==> config.mk <==
export PLATFORM = sky130hd
export DESIGN_NAME = mem_port_arbiter
export DESIGN_NICKNAME = d
export VERILOG_FILES = /design/src/rtl/mem_arb_pkg.sv /design/src/rtl/byte_lane_steer.sv /design/src/rtl/mem_port_arbiter.sv
export SDC_FILE = /design/constraint.sdc
export NUM_CORES = 1
export LEC_CHECK = 0
export ABC_AREA = 0
export BUFFER_PORTS_ARGS = -buffer_cell sky130_fd_sc_hd__buf_2
export CORE_AREA = 5 5 102 104
export CTS_CLUSTER_SIZE = 24
export DETAILED_ROUTE_END_ITERATION = 7
export DIE_AREA = 0 0 107 109
export PLACE_DENSITY = 0.72
export SYNTH_ARGS = -nofsm -noshare
export SYNTH_HDL_FRONTEND = slang
export SYNTH_SLANG_ARGS = --single-unit
==> constraint.sdc <==
create_clock -name clk -period 1.7 [get_ports clk]
set_clock_uncertainty 0.1 [all_clocks]
set_input_delay 0.17 -clock clk [delete_from_list [all_inputs] [get_ports clk]]
set_output_delay 0.17 -clock clk [all_outputs]
set_load 0.05 [all_outputs]
==> src/rtl/mem_arb_pkg.sv <==
// Shared types for the unified RAM port arbiter.
package mem_arb_pkg;
  localparam int LANES = 4;

  typedef enum logic {ARB_IDLE, ARB_BUSY} arb_state_t;
  typedef enum logic {SRC_IF, SRC_D} arb_src_t;

  typedef struct packed {
    arb_src_t   src;
    logic       is_byte;
    logic [1:0] lane;
  } rd_tag_t;
endpackage

==> src/rtl/byte_lane_steer.sv <==
// Byte-lane steering: store mask/replication and load lane select with zero-extend.
module byte_lane_steer
  import mem_arb_pkg::*;
#(
  parameter int DATA_W = 32
) (
  input  logic              wr_byte_i,
  input  logic [1:0]        wr_lane_i,
  input  logic [DATA_W-1:0] wr_data_i,
  output logic [LANES-1:0]  wmask_o,
  output logic [DATA_W-1:0] wdata_o,
  input  logic              rd_byte_i,
  input  logic [1:0]        rd_lane_i,
  input  logic [DATA_W-1:0] rd_raw_i,
  output logic [DATA_W-1:0] rd_data_o
);
  logic [LANES-1:0][7:0] raw_lanes;

  assign raw_lanes = rd_raw_i;

  for (genvar l = 0; l < LANES; l++) begin : g_lane
    assign wmask_o[l]        = wr_byte_i ? (wr_lane_i == 2'(l)) : 1'b1;
    assign wdata_o[8*l +: 8] = wr_byte_i ? wr_data_i[7:0] : wr_data_i[8*l +: 8];
  end

  assign rd_data_o = rd_byte_i ? {{(DATA_W-8){1'b0}}, raw_lanes[rd_lane_i]} : rd_raw_i;
endmodule

==> src/rtl/mem_port_arbiter.sv <==
// Arbitrates IF and D requesters onto one RAM port; data wins unless IF is starved.
// Define ARB_PERF_EN to add grant/conflict performance counters.
module mem_port_arbiter
  import mem_arb_pkg::*;
#(
  parameter int ADDR_W     = 32,
  parameter int DATA_W     = 32,
  parameter int MEM_LAT    = 1,
  parameter int STARVE_MAX = 4
) (
  input  logic              clk,
  input  logic              rst,
  input  logic              if_req,
  input  logic [ADDR_W-1:0] if_addr,
  output logic              if_gnt,
  output logic              if_rvalid,
  output logic [DATA_W-1:0] if_rdata,
  input  logic              d_req,
  input  logic              d_we,
  input  logic              d_byte,
  input  logic [ADDR_W-1:0] d_addr,
  input  logic [DATA_W-1:0] d_wdata,
  output logic              d_gnt,
  output logic              d_rvalid,
  output logic [DATA_W-1:0] d_rdata,
  output logic              mem_en,
  output logic              mem_we,
  output logic [ADDR_W-1:0] mem_addr,
  output logic [3:0]        mem_wmask,
  output logic [DATA_W-1:0] mem_wdata,
  input  logic [DATA_W-1:0] mem_rdata
`ifdef ARB_PERF_EN
  ,
  output logic [15:0]       perf_d_gnt,
  output logic [15:0]       perf_if_gnt,
  output logic [15:0]       perf_conflict
`endif
);
  arb_state_t  state_q, state_d;
  logic [1:0]  lat_q, lat_d;
  logic [3:0]  starve_q, starve_d;
  rd_tag_t     tag_q, tag_d;
  logic        if_rv_q, if_rv_d, d_rv_q, d_rv_d;
  logic        ret, legal, gnt_if, gnt_d, rd_gnt;
  logic [LANES-1:0]  st_wmask;
  logic [DATA_W-1:0] st_wdata, rd_steer;

  // lat_q counts down the cycles left until the outstanding read returns
  assign ret    = (state_q == ARB_BUSY) && (lat_q == 2'd0);
  assign legal  = !rst && ((state_q == ARB_IDLE) || ret);
  assign gnt_d  = legal && d_req && !(if_req && (starve_q == 4'(STARVE_MAX)));
  assign gnt_if = legal && !gnt_d && if_req;
  assign rd_gnt = gnt_if || (gnt_d && !d_we);

  assign if_gnt = gnt_if;
  assign d_gnt  = gnt_d;

  always_comb begin
    state_d  = state_q;
    lat_d    = lat_q;
    tag_d    = tag_q;
    starve_d = starve_q;
    if (state_q == ARB_BUSY) begin
      if (lat_q != 2'd0) lat_d = lat_q - 2'd1;
      else               state_d = ARB_IDLE;
    end
    if (rd_gnt) begin
      state_d       = ARB_BUSY;
      lat_d         = 2'(MEM_LAT - 1);
      tag_d.src     = gnt_d ? SRC_D : SRC_IF;
      tag_d.is_byte = gnt_d && d_byte;
      tag_d.lane    = gnt_d ? d_addr[1:0] : 2'b00;
    end
    if (!if_req || gnt_if)                           starve_d = 4'd0;
    else if (gnt_d && (starve_q < 4'(STARVE_MAX)))   starve_d = starve_q + 4'd1;
    if_rv_d = (state_d == ARB_BUSY) && (lat_d == 2'd0) && (tag_d.src == SRC_IF);
    d_rv_d  = (state_d == ARB_BUSY) && (lat_d == 2'd0) && (tag_d.src == SRC_D);
  end

  always_ff @(posedge clk or posedge rst) begin
    if (rst) begin
      state_q  <= ARB_IDLE;
      lat_q    <= 2'd0;
      starve_q <= 4'd0;
      tag_q    <= '0;
      if_rv_q  <= 1'b0;
      d_rv_q   <= 1'b0;
    end else begin
      state_q  <= state_d;
      lat_q    <= lat_d;
      starve_q <= starve_d;
      tag_q    <= tag_d;
      if_rv_q  <= if_rv_d;
      d_rv_q   <= d_rv_d;
    end
  end

  byte_lane_steer #(.DATA_W(DATA_W)) u_steer (
    .wr_byte_i (d_byte),
    .wr_lane_i (d_addr[1:0]),
    .wr_data_i (d_wdata),
    .wmask_o   (st_wmask),
    .wdata_o   (st_wdata),
    .rd_byte_i (tag_q.is_byte),
    .rd_lane_i (tag_q.lane),
    .rd_raw_i  (mem_rdata),
    .rd_data_o (rd_steer)
  );

  assign mem_en    = gnt_if || gnt_d;
  assign mem_we    = gnt_d && d_we;
  assign mem_addr  = gnt_d  ? (d_addr  & ~ADDR_W'(3)) :
                     gnt_if ? (if_addr & ~ADDR_W'(3)) : '0;
  assign mem_wmask = mem_we ? st_wmask : 4'h0;
  assign mem_wdata = mem_we ? st_wdata : '0;

  // RAM output is already registered; steering uses the tag before a same-cycle grant replaces it
  assign if_rvalid = if_rv_q;
  assign d_rvalid  = d_rv_q;
  assign if_rdata  = if_rv_q ? mem_rdata : '0;
  assign d_rdata   = d_rv_q  ? rd_steer  : '0;

`ifdef ARB_PERF_EN
  logic [15:0] perf_d_q, perf_if_q, perf_cf_q;

  always_ff @(posedge clk or posedge rst) begin
    if (rst) begin
      perf_d_q  <= 16'd0;
      perf_if_q <= 16'd0;
      perf_cf_q <= 16'd0;
    end else begin
      perf_d_q  <= perf_d_q  + 16'(gnt_d);
      perf_if_q <= perf_if_q + 16'(gnt_if);
      perf_cf_q <= perf_cf_q + 16'(if_req && d_req);
    end
  end

  assign perf_d_gnt    = perf_d_q;
  assign perf_if_gnt   = perf_if_q;
  assign perf_conflict = perf_cf_q;
`endif
endmodule
==> results.md, run 1 <==
- CTS tree: built
- HP Class: in -> reg
- Overall power: 2.461 mW
- Initial antenna violation count: 0
- Vias in the first global route: 3650
- Root Driver: clkbuf_8
- Setup crit start kind: flop
- VDD IR max: 0.2024 mV
- Port Buffers: 267
- Seq cells post-synth: 13
- Clk pin slew, worst setup/hold paths: 0.06 ns
- First-pass GRT wire length: 18220 microns
- Number of CTS-inserted buffers: 3
- Fraction of layout cells with a size suffix above 1: 73.55%
- GR Util All Layers: 19.11%
- Tmin final: 2.226 ns
- Pin count of the biggest net entering global routing: 37
- Nets: 791
- Actual slew at the worst max-slew pin: 0.5837 ns
- Post-DRT Antenna Nets: 0
- Final WL: 12470 microns
- Cell Area, Placed: 4813 sq um
- Initial Util: 24.87%
- Power per cell area: 426.4 nW/um^2
- CP endpoint kind: output port
- Io pins: 272
- Clk_lat worst skew: 0.24 ns
- Congestion Overflow GR: 0
- Commonest non-fill, non-tap cells in the layout: 184 x buf_2, 58 x a21oi_4, 58 x buf_4, 42 x buf_6, 37 x and2_1
- Failing checks: setup timing
- Worst rel slew slack: 60.96%
- Mapped Cells: 366
- Placement row count: 36
- Max-Cap Viols: 0
- WS Path Type: reg -> out
- Fillers: 821
- Crit share post-route: 130.9%
- Vias post-DR: 3739
- Num Clock Sinks: 13
- Pleak: 2.719 nW
- Post-synthesis sequential area ratio: 13.83%
- Syn-to-layout area delta: 145.3%
- Setup-failing EPs final: 84
- Core box area: 9459 sq um
- Clk buf depth: 2
- Initial DRC Count: 142
- Distinct cells, synth: 40
- Slack of the critical path: -0.5258 ns
- DRC: 0
- Via-per-instance ratio: 4.868
- Unrepaired setup endpoints after global routing: yes
- Placement Setup Slack: -0.3314 ns
- Post-DP HPWL: 9402 microns
- CP arrival: 1.96 ns
- CTS HTree Levels: 1
- Fmax: 449.3 MHz
- Die height: 109 microns
- Endpoints failing hold: 0
- Die X: 107 microns
- Gp weighted congestion: 0.8454
- Syn Area/Cell: 6.427 sq um
- Crit Path Max Fanout: 17
- Synthesized cell area: 2352 sq um
- Inserted Diodes: 0
- WL per Instance: 16.24 microns
- Max-slew violations: 0
- Die ar.: 11660 sq um
- Ys Warns: 0
- Reg2reg setup slack: -0.15 ns
- Status: finished with violations
- First-pass iteration count of the detailed router: 4
- Commonest non-fill, non-tap cell in the layout: buf_2
- Final cell area excluding filler cells: 5771 sq um
- WP data required: 1.43 ns
-- worst paths after layout --
check | start | end | depth (start not counted)
max | starve_q[0]$_DFFE_PP0P_ | mem_wdata[10] | 8
min | d_addr[1] | tag_q[1]$_DFFE_PP0P_ | 2
max reg2reg | starve_q[0]$_DFFE_PP0P_ | tag_q[1]$_DFFE_PP0P_ | 6
min reg2reg | tag_q[3]$_DFF_PP0_ | tag_q[3]$_DFF_PP0_ | 1
max in group asynchronous | rst | tag_q[0]$_DFFE_PP0P_ | 4
min in group asynchronous | rst | starve_q[0]$_DFFE_PP0P_ | 4
-- per-layer routing --
| metal | up-vias | track usage [%] | part of all wire, % |
|---|---|---|---|
| met5 | - | 0 | 0 |
| met4 | 0 | 3.744 | 1.3 |
| met1 | 1745 | 20.04 | 35 |
| li1 | 1814 | - | - |
| met2 | 168 | 39.57 | 57 |
| met3 | 12 | 3.138 | 6.7 |
-- logic make-up after synthesis --
| kind of cell | after synthesis | synth area share [%] |
|---|---|---|
| other cells | 1 | 0.1594 |
| simple gates | 200 | 45.53 |
| flops | 13 | 13.83 |
| mux | 10 | 4.309 |
| buf+inv | 40 | 8.032 |
| fa+ha+maj | 2 | 1.064 |
| compound gates | 100 | 27.08 |
-- stage by stage --
step	hold slack (ns)	cells	setup TNS [ns]	util, %
after detailed placement	0.1939	744	-20.42	50.89
after floorplan	-0.02022	367	-14.29	-
after global placement	0.1829	744	-17.14	50.89
final	0.1706	768	-32.28	61.01
after global routing	0.1862	768	-39.30	61.01
after CTS	0.1668	758	-32.12	57.78
-- what timing repair did --
| item | CTS | global route |
|---|---|---|
| endpoints found under the setup margin | 110 | 110 |
| pin swaps | 15 | 9 |
| buffers inserted | 7 | 8 |
| endpoints found under the hold margin | 13 | 0 |
| gates cloned | 2 | 4 |
| hold buffers | 1 | 0 |
| gates resized for setup | 175 | 45 |
-- registers in the layout, summed over array words and instances, names as in the netlist --
| name | flops |
|---|---|
| d_rvalid | 1 |
| if_rvalid | 1 |
| lat_q | 2 |
| starve_q | 4 |
| state_q | 1 |
| tag_q | 4 |
-- critical path, cell delays in order (launching register included) --
cell	delay (ns)
dfrtp_1	0.36
inv_2	0.06
ha_4	0.15
nand4b_1	0.12
nand2_2	0.08
or3_4	0.41
buf_12	0.20
a21oi_2	0.14
buf_6	0.18
-- cells in the mapped netlist --
master / n / area, sq um
and2_1: 66 / 412.9
nand2_1: 56 / 210.2
a21oi_1: 48 / 240.2
nand2b_1: 35 / 219.0
nand3_1: 31 / 155.2
clkbuf_1: 21 / 78.83
a21oi_2: 19 / 166.4
o21ai_0: 16 / 80.08
dfrtp_1: 13 / 325.3
mux2i_1: 9 / 90.09
inv_1: 6 / 22.52
buf_2: 4 / 20.02
nor2_1: 4 / 15.01
a32o_1: 3 / 30.03
buf_1: 3 / 11.26
buf_4: 3 / 22.52
buf_6: 3 / 33.78
ha_1: 2 / 25.02
o21a_1: 2 / 15.01
o2bb2ai_1: 2 / 17.52
a211o_1: 1 / 8.760
a21boi_0: 1 / 7.510
a221o_1: 1 / 10.01
a22o_1: 1 / 8.760
a2bb2oi_1: 1 / 8.760
a31oi_1: 1 / 6.260
and3_1: 1 / 6.260
conb_1: 1 / 3.750
mux2_2: 1 / 11.26
nand4b_1: 1 / 8.760
nor2_2: 1 / 6.260
nor2b_1: 1 / 6.260
nor3b_1: 1 / 7.510
nor4_1: 1 / 6.260
o211a_1: 1 / 10.01
o211ai_1: 1 / 7.510
o21ai_2: 1 / 8.760
o221a_2: 1 / 11.26
or2_2: 1 / 6.260
or3_4: 1 / 11.26
-- area by class of cell --
class / count / area (sq um) / share of cell area, %
flip-flops and latches: 13 / 327.8 / 5.681
clock buffers: 4 / 45.04 / 0.7806
inverters: 6 / 26.28 / 0.4553
multi-input cells: 314 / 2851 / 49.41
well taps: 114 / 142.6 / 2.472
repair buffers: 316 / 2370 / 41.07
repair inverters: 1 / 7.507 / 0.1301
-- power by group --
part	internal [mW]	switching, mW	total [mW]
Sequential	0.328	0.0185	0.347
Combinational	0.683	1.16	1.84
Clock	0.165	0.106	0.271
(Power assumes the default switching activity.)
==> run 2, diff against run 1 <==
Settings changed: ABC_AREA 0 to 1, CORE_AREA 5 5 102 104 to 5 5 104 106, DIE_AREA 0 0 107 109 to 0 0 109 111, PLACE_DENSITY 0.72 to 0.68.
==> results.md, run 2 <==
- Crit share post-route: 120.4% (-11 points)
- Num Clock Sinks: 13 (unchanged)
- Cell Area, Placed: 4612 sq um (-4.2%)
- Crit Path Max Fanout: 13 (-4)
- Synthesized cell area: 2241 sq um (-4.7%)
- R2r worst-path depth: 12 (+6)
- Dpl cells: 844 (+13%)
- Synth cell count leaders: 135 x nand2_1, 89 x inv_1, 64 x nor2_1, 47 x a21oi_1, 19 x o21ai_0
- Post-synthesis sequential area ratio: 14.52% (+0.69 points)
- Post-DP HPWL: 9272 microns (-1.4%)
- Commonest non-fill, non-tap cells in the layout: 166 x buf_2, 91 x nand2_1, 85 x inv_1, 54 x nor2_4, 46 x buf_8
- Slack of the critical path: -0.3469 ns (+0.1788 ns)
- Max-slew violations: 0 (unchanged)
- Post-Layout Cell Count: 860 (+12%)
- Root Driver: clkbuf_8
- Distinct cells, synth: 29 (-28%)
- CTS tree: built
- Post-synth top flop: dfrtp_1
- Syn Area/Cell: 5.116 sq um (-20%)
- Clk_lat worst skew: 0.24 ns (about the same)
- Post-DRT Antenna Nets: 0 (unchanged)
- CTS HTree Levels: 1 (unchanged)
- VDD IR max: 0.2416 mV (+19%)
- Area contributors post-synth: nand2_1 23%, inv_1 15%, dfrtp_1 15%
- Hold Path Cell Cnt: 3 (+1)
- WP data required: 1.43 ns (about the same)
- Status: finished with violations
- Die X: 109 microns (+1.9%)
- Fmax: 488.5 MHz (+8.7%)
- Pleak: 3.208 nW (+18%)
- Commonest non-fill, non-tap cell in the layout: buf_2
- WL per Instance: 14.40 microns (-11%)
- Largest registers: starve_q (4), tag_q (4), lat_q (2)
- Tmin final: 2.047 ns (-0.1788 ns)
- Clk buf depth: 2 (unchanged)
- Synth top area share: 22.61% (+5.1 points)
- First-pass iteration count of the detailed router: 4 (unchanged)
- Setup crit start kind: flop
- Asr flop ratio synth: 100.0% (unchanged)
- Via-per-instance ratio: 4.342 (-11%)
- Area leader, netlist: nand2_1
- Number of CTS-inserted buffers: 3 (unchanged)
- DRC: 0 (unchanged)
- Most numerous cell in the Yosys netlist: nand2_1
- Final WL: 12380 microns (-0.69%)
- HP Class: in -> reg
- Placement Setup Slack: -0.2166 ns (+0.1148 ns)
- GR Util All Layers: 19.04% (-0.071 points)
- Congestion Overflow GR: 0 (unchanged)
- Clk pin slew, worst setup/hold paths: 0.06 ns (about the same)
- Failing checks: setup timing
- CP endpoint kind: output port
- Inserted Diodes: 0 (unchanged)
- Seq cells post-synth: 13 (unchanged)
- Port Buffers: 267 (unchanged)
- Gp weighted congestion: 0.8509 (+0.65%)
- Placement row count: 36 (unchanged)
- Max-Cap Viols: 0 (unchanged)
- Fraction of layout cells with a size suffix above 1: 66.57% (-7.0 points)
- Mapped Cells: 438 (+20%)
- Setup-failing EPs final: 82 (-2.4%)
- Fin util: 61.77% (+0.76 points)
- Die ar.: 12100 sq um (+3.7%)
- Core box area: 9684 sq um (+2.4%)
- Initial Util: 23.14% (-1.7 points)
- Ys Warns: 0 (unchanged)
- First-pass GRT wire length: 19020 microns (+4.4%)
- Post-synth EDFFs: 0 (unchanged)
- Final cell area excluding filler cells: 5982 sq um (+3.7%)
- Initial DRC Count: 128 (-9.9%)
- Syn-to-layout area delta: 166.9%
- Pin count of the biggest net entering global routing: 34 (-8.1%)
- Power per cell area: 412.5 nW/um^2 (-3.2%)
- Vias in the first global route: 3867 (+5.9%)
- Die height: 111 microns (+1.8%)
- Min Hold Slack: 0.1192 ns (-0.05135 ns)
- CP arrival: 1.78 ns (-0.18 ns)
- Unrepaired setup endpoints after global routing: yes
- WS Path Type: reg -> out
- Nets: 864 (+9.2%)
- Vias post-DR: 3734 (-0.13%)
- Endpoints failing hold: 0 (unchanged)
- Io pins: 272 (unchanged)
- Initial antenna violation count: 0 (unchanged)
[run 2: changes by cell type after synthesis, sizes merged, moves of 8 or more]
cell    delta
nor2      +62
and2      -66
nand2b    -35
o31ai      +8
clkbuf    -13
nand3     -18
inv       +84
nand2     +91
a21oi     -19
mux2i      -9
[run 2: cells by family (layout without fill, tap and decap cells)]
kind of cell	Yosys count	after routing	synth area share, %
and+or+nand+nor	229	229	43.11
buffers and inverters	116	404	22.72
AOI/OAI and AO/OA	77	77	18.37
DFF	13	13	14.52
adders and majority gates	2	2	1.117
other	1	2	0.1673
[run 2: through the flow]
stage	TNS [ns]	power [mW]
final	-21.76	2.468
after global routing	-31.43	2.608
after CTS	-21.91	2.332
after detailed placement	-10.40	1.806
after global placement	-9.035	1.799
after floorplan	-5.829	1.389
[run 2: path summary, 6_finish.rpt]
kind | start | to | slack, ns
max in group asynchronous | rst | d_rvalid$_DFF_PP0_ | 0.89
worst min register to register | state_q$_DFF_PP0_ | lat_q[1]$_DFF_PP0_ | 0.41
worst max-delay path | starve_q[0]$_DFFE_PP0P_ | mem_wdata[27] | -0.35
worst min-delay path | d_addr[0] | tag_q[0]$_DFFE_PP0P_ | 0.12
min in group asynchronous | rst | starve_q[1]$_DFFE_PP0P_ | 0.40
worst max register to register | starve_q[0]$_DFFE_PP0P_ | d_rvalid$_DFF_PP0_ | -0.06
[run 2: what timing repair did]
action | 4_1_cts | 5_1_grt
hold endpoints to repair | 13 | 0
cloned | 0 | 3
setup endpoints to repair | 78 | 111
setup buffers | 5 | 4
gates resized for setup | 233 | 125
pin swaps | 2 | 6
hold buffers | 1 | 0
[run 2: layout make-up]
cell class	count	area, sq um
clock buffers	4	45.04
repair buffers	306	2544
inverters	93	369.1
flip-flops and latches	13	330.3
multi-input cells	310	2511
well taps	133	166.4
repair inverters	1	16.27
fillers	805	3702
[run 2: layer usage]
layer	up-vias	part of all wire [%]	global-route usage [%]	routed length (microns)
li1	1884	-	-	-
met1	1677	35	21.58	4285
met2	145	55	34.89	6871
met3	28	7.4	5.475	920
met4	0	2.5	3.620	306
met5	-	0	0	0
[run 2: critical path: stages, from the launching register on]
cell     delay (ns)
dfrtp_1        0.34
inv_1          0.05
ha_2           0.17
nand2_2        0.05
inv_2          0.03
nand2_2        0.08
nand2_4        0.08
nor2_8         0.16
nand2_8        0.10
buf_12         0.18
nor2_4         0.11
buf_8          0.15
[run 2: report_power, final]
part / total [mW] / leakage, nW / switching, mW / internal (mW)
registers: 0.345 / 0.172 / 0.0166 / 0.329
clock network: 0.275 / 0.0228 / 0.109 / 0.166
logic: 1.85 / 3.01 / 1.19 / 0.655
==> run 3, diff against run 2 <==
Settings changed: CORE_AREA 5 5 104 106 to 5 5 102 104, CTS_CLUSTER_SIZE 24 to default, DIE_AREA 0 0 109 111 to 0 0 107 109, GPL_TIMING_DRIVEN from default to 1, PLACE_DENSITY 0.68 to 0.8, SYNTH_HIERARCHICAL from default to 1.
==> results.md, run 3 <==
- Status: finished with violations
- Failing checks: setup timing
- Syn Area/Cell: 5.743 sq um (+12%)
- Final WL: 13240 microns (+6.9%)
- Min Hold Slack: 0.1043 ns (-0.01493 ns)
- Post-DP HPWL: 9966 microns (+7.5%)
- Gp weighted congestion: 0.8454 (-0.65%)
- Actual slew at the worst max-slew pin: 0.5548 ns
- Die ar.: 11660 sq um (-3.6%)
- Congestion Overflow GR: 0 (unchanged)
- Post-synth top flop: dfrtp_1
- Clk buf depth: 2 (unchanged)
- Tmin final: 2.084 ns (+0.03693 ns)
- WL per Instance: 14.33 microns (-0.48%)
- Synth cell count leaders: 165 x inv_1, 135 x nand2_1, 37 x nor2_1, 31 x nor2_4, 29 x o21ai_0
- Crit Path Max Fanout: 8 (-5)
- Crit path largest cell delay: 0.39 ns (+0.05 ns)
- Die height: 109 microns (-1.8%)
- First-pass iteration count of the detailed router: 4 (unchanged)
- Vias post-DR: 4160 (+11%)
- Placement row count: 36 (unchanged)
- Area contributors post-synth: inv_1 20%, nand2_1 17%, nor2_4 11%
- Syn-to-layout area delta: 94.07%
- Endpoints failing hold: 0 (unchanged)
- Power per cell area: 411.5 nW/um^2 (-0.24%)
- Delay-heaviest family, CP: buffers and inverters
- Cell Chain, Critical Path: inv_2 -> ha_4 -> nand2_4 -> nor2_4 -> nor2_4 -> nand2_4 -> inv_8 -> clkbuf_16 -> a22o_4 -> buf_6
- FF-to-FF End: starve_q[1]$_DFFE_PP0P_
- Fin util: 62.33% (+0.56 points)
- Mapped Cells: 529 (+21%)
- Port Buffers: 267 (unchanged)
- Hold Path Cell Cnt: 3 (unchanged)
- Max-Cap Viols: 0 (unchanged)
- Clk_lat worst skew: 0.25 ns (about the same)
- GR Util All Layers: 20.35% (+1.3 points)
- Unrepaired setup endpoints after global routing: yes
- Largest registers: starve_q (4), tag_q (4), lat_q (2)
- Setup crit start kind: flop
- Crit-path slowest cell: dfrtp_1
- WS Path Type: reg -> out
- Core box area: 9459 sq um (-2.3%)
- Nets: 947 (+9.6%)
- WP data required: 1.43 ns (about the same)
- GR Util met3: 6.039% (+0.56 points)
- CTS HTree Levels: 1 (unchanged)
- Initial antenna violation count: 0 (unchanged)
- Fraction of layout cells with a size suffix above 1: 53.09% (-13 points)
- Top Usage Layer GRT: met2
- Vias in the first global route: 4002 (+3.5%)
- Initial DRC Count: 241 (+88%)
- Distinct cells, synth: 29 (unchanged)
- Commonest non-fill, non-tap cell in the layout: buf_2
- Worst rel slew slack: 62.97%
- Synth top area share: 20.39% (-2.2 points)
- Stages on worst setup path: 10 (-1)
- Setup-failing EPs final: 80 (-2.4%)
- CP arrival: 1.81 ns (+0.03 ns)
- Global Route met2 Usage: 40.33% (+5.4 points)
- Met1 GRT Util: 19.86% (-1.7 points)
- R2r worst-path depth: 13 (+1)
- Slack of the critical path: -0.3839 ns (-0.03693 ns)
- Synthesized cell area: 3038 sq um (+36%)
- Area leader, netlist: inv_1
- First-pass GRT wire length: 19310 microns (+1.5%)
- Crit share post-route: 122.6% (+2.2 points)
- Root Driver: clkbuf_8
- Post-synthesis sequential area ratio: 10.71% (-3.8 points)
- Pleak: 3.844 nW (+20%)
- Asr flop ratio synth: 100.0% (unchanged)
- Io pins: 272 (unchanged)
- Pin count of the biggest net entering global routing: 37 (+8.8%)
- Commonest non-fill, non-tap cells in the layout: 188 x buf_2, 160 x inv_1, 126 x nand2_1, 64 x buf_6, 40 x nor2_4
- Fmax: 479.9 MHz (-1.8%)
- CTS tree: built
- Inserted Diodes: 0 (unchanged)
- Seq cells post-synth: 13 (unchanged)
- HP Class: in -> reg
- CP endpoint kind: output port
- Clk pin slew, worst setup/hold paths: 0.06 ns (about the same)
- Hold Startpoint: d_addr[0]
- Worst Hold End: tag_q[0]$_DFFE_PP0P_
- Reg2reg setup slack: -0.03 ns (+0.03 ns)
- Die X: 107 microns (-1.8%)
- Ys Warns: 6 (+6)
- Initial Util: 32.12% (+9.0 points)
- Post-DRT Antenna Nets: 0 (unchanged)
- DRC: 0 (unchanged)
- FF-to-FF Start: starve_q[1]$_DFFE_PP0P_
- Post-synth EDFFs: 0 (unchanged)
- Number of CTS-inserted buffers: 3 (unchanged)
- Most numerous cell in the Yosys netlist: inv_1
- Num Clock Sinks: 13 (unchanged)
- Via-per-instance ratio: 4.502 (+3.7%)
- Max-slew violations: 0 (unchanged)
- WP buf/inv: 4 (unchanged)
- VDD IR max: 0.3665 mV (+52%)
[run 3: what timing repair did]
| item | in CTS | in global routing |
|---|---|---|
| hold buffers | 1 | 0 |
| gates cloned | 2 | 5 |
| buffers inserted | 4 | 2 |
| gates resized for setup | 172 | 48 |
| pin swaps | 12 | 19 |
| endpoints found under the hold margin | 13 | 0 |
| endpoints found under the setup margin | 78 | 87 |
[run 3: kinds of logic (layout without fill, tap and decap cells)]
logic type      Yosys count  in the layout  share of synthesized area, %
simple gates            244            244                         41.80
buf+inv                 207            487                         31.92
compound gates           62             62                         14.62
flops                    13             13                         10.71
fa+ha+maj                 2              2                        0.8236
other cells               1              2                        0.1234
[run 3: worst min-delay path, cell delays in order]
cell and delay [ns]:
buf_2 0.12, nand3_1 0.07, nand2_1 0.05
[run 3: layout make-up]
cell class | instances | area [sq um]
Fill cell | 787 | 3563
Multi-Input combinational cell | 310 | 2151
Clock buffer | 4 | 45.04
Sequential cell | 13 | 327.8
Tap cell | 114 | 142.6
Timing Repair Buffer | 312 | 2557
Inverter | 171 | 671.9
[run 3: stage by stage]
stage	std cells	cell area (sq um)	total power, mW	setup TNS [ns]	worst slack, ns
5_1_grt	924	5896	2.556	-31.91	-0.4608
3_5_place_dp	906	4902	1.887	-10.60	-0.1906
3_3_place_gp	906	4902	1.872	-9.267	-0.1514
2_1_floorplan	530	3346	1.453	-9.769	-0.2628
6_report	924	5896	2.426	-24.45	-0.3839
4_1_cts	917	5600	2.347	-23.54	-0.3623
[run 3: worst max path at each step]
stage,startpoint,endpoint,slack [ns]
after floorplan,starve_q[0]$_DFFE_PP0P_,mem_wdata[10],-0.26
after global placement,starve_q[0]$_DFFE_PP0P_,mem_wdata[1],-0.15
after detailed placement,starve_q[0]$_DFFE_PP0P_,mem_wdata[11],-0.19
after CTS,starve_q[0]$_DFFE_PP0P_,mem_wdata[18],-0.36
after global routing,starve_q[0]$_DFFE_PP0P_,mem_addr[8],-0.46
final,starve_q[0]$_DFFE_PP0P_,mem_addr[11],-0.38
[run 3: power by group]
part           internal, mW  total, mW  leakage [nW]  switching [mW]
Clock                 0.166      0.285        0.0228           0.119
Combinational         0.673       1.79          3.65            1.12
Sequential            0.327      0.353         0.172          0.0260
[run 3: per-layer routing]
layer / routed length (microns) / up-vias
met5: 0 / -
met4: 395 / 0
met3: 1351 / 28
met2: 7239 / 217
met1: 4254 / 1834
li1: - / 2081
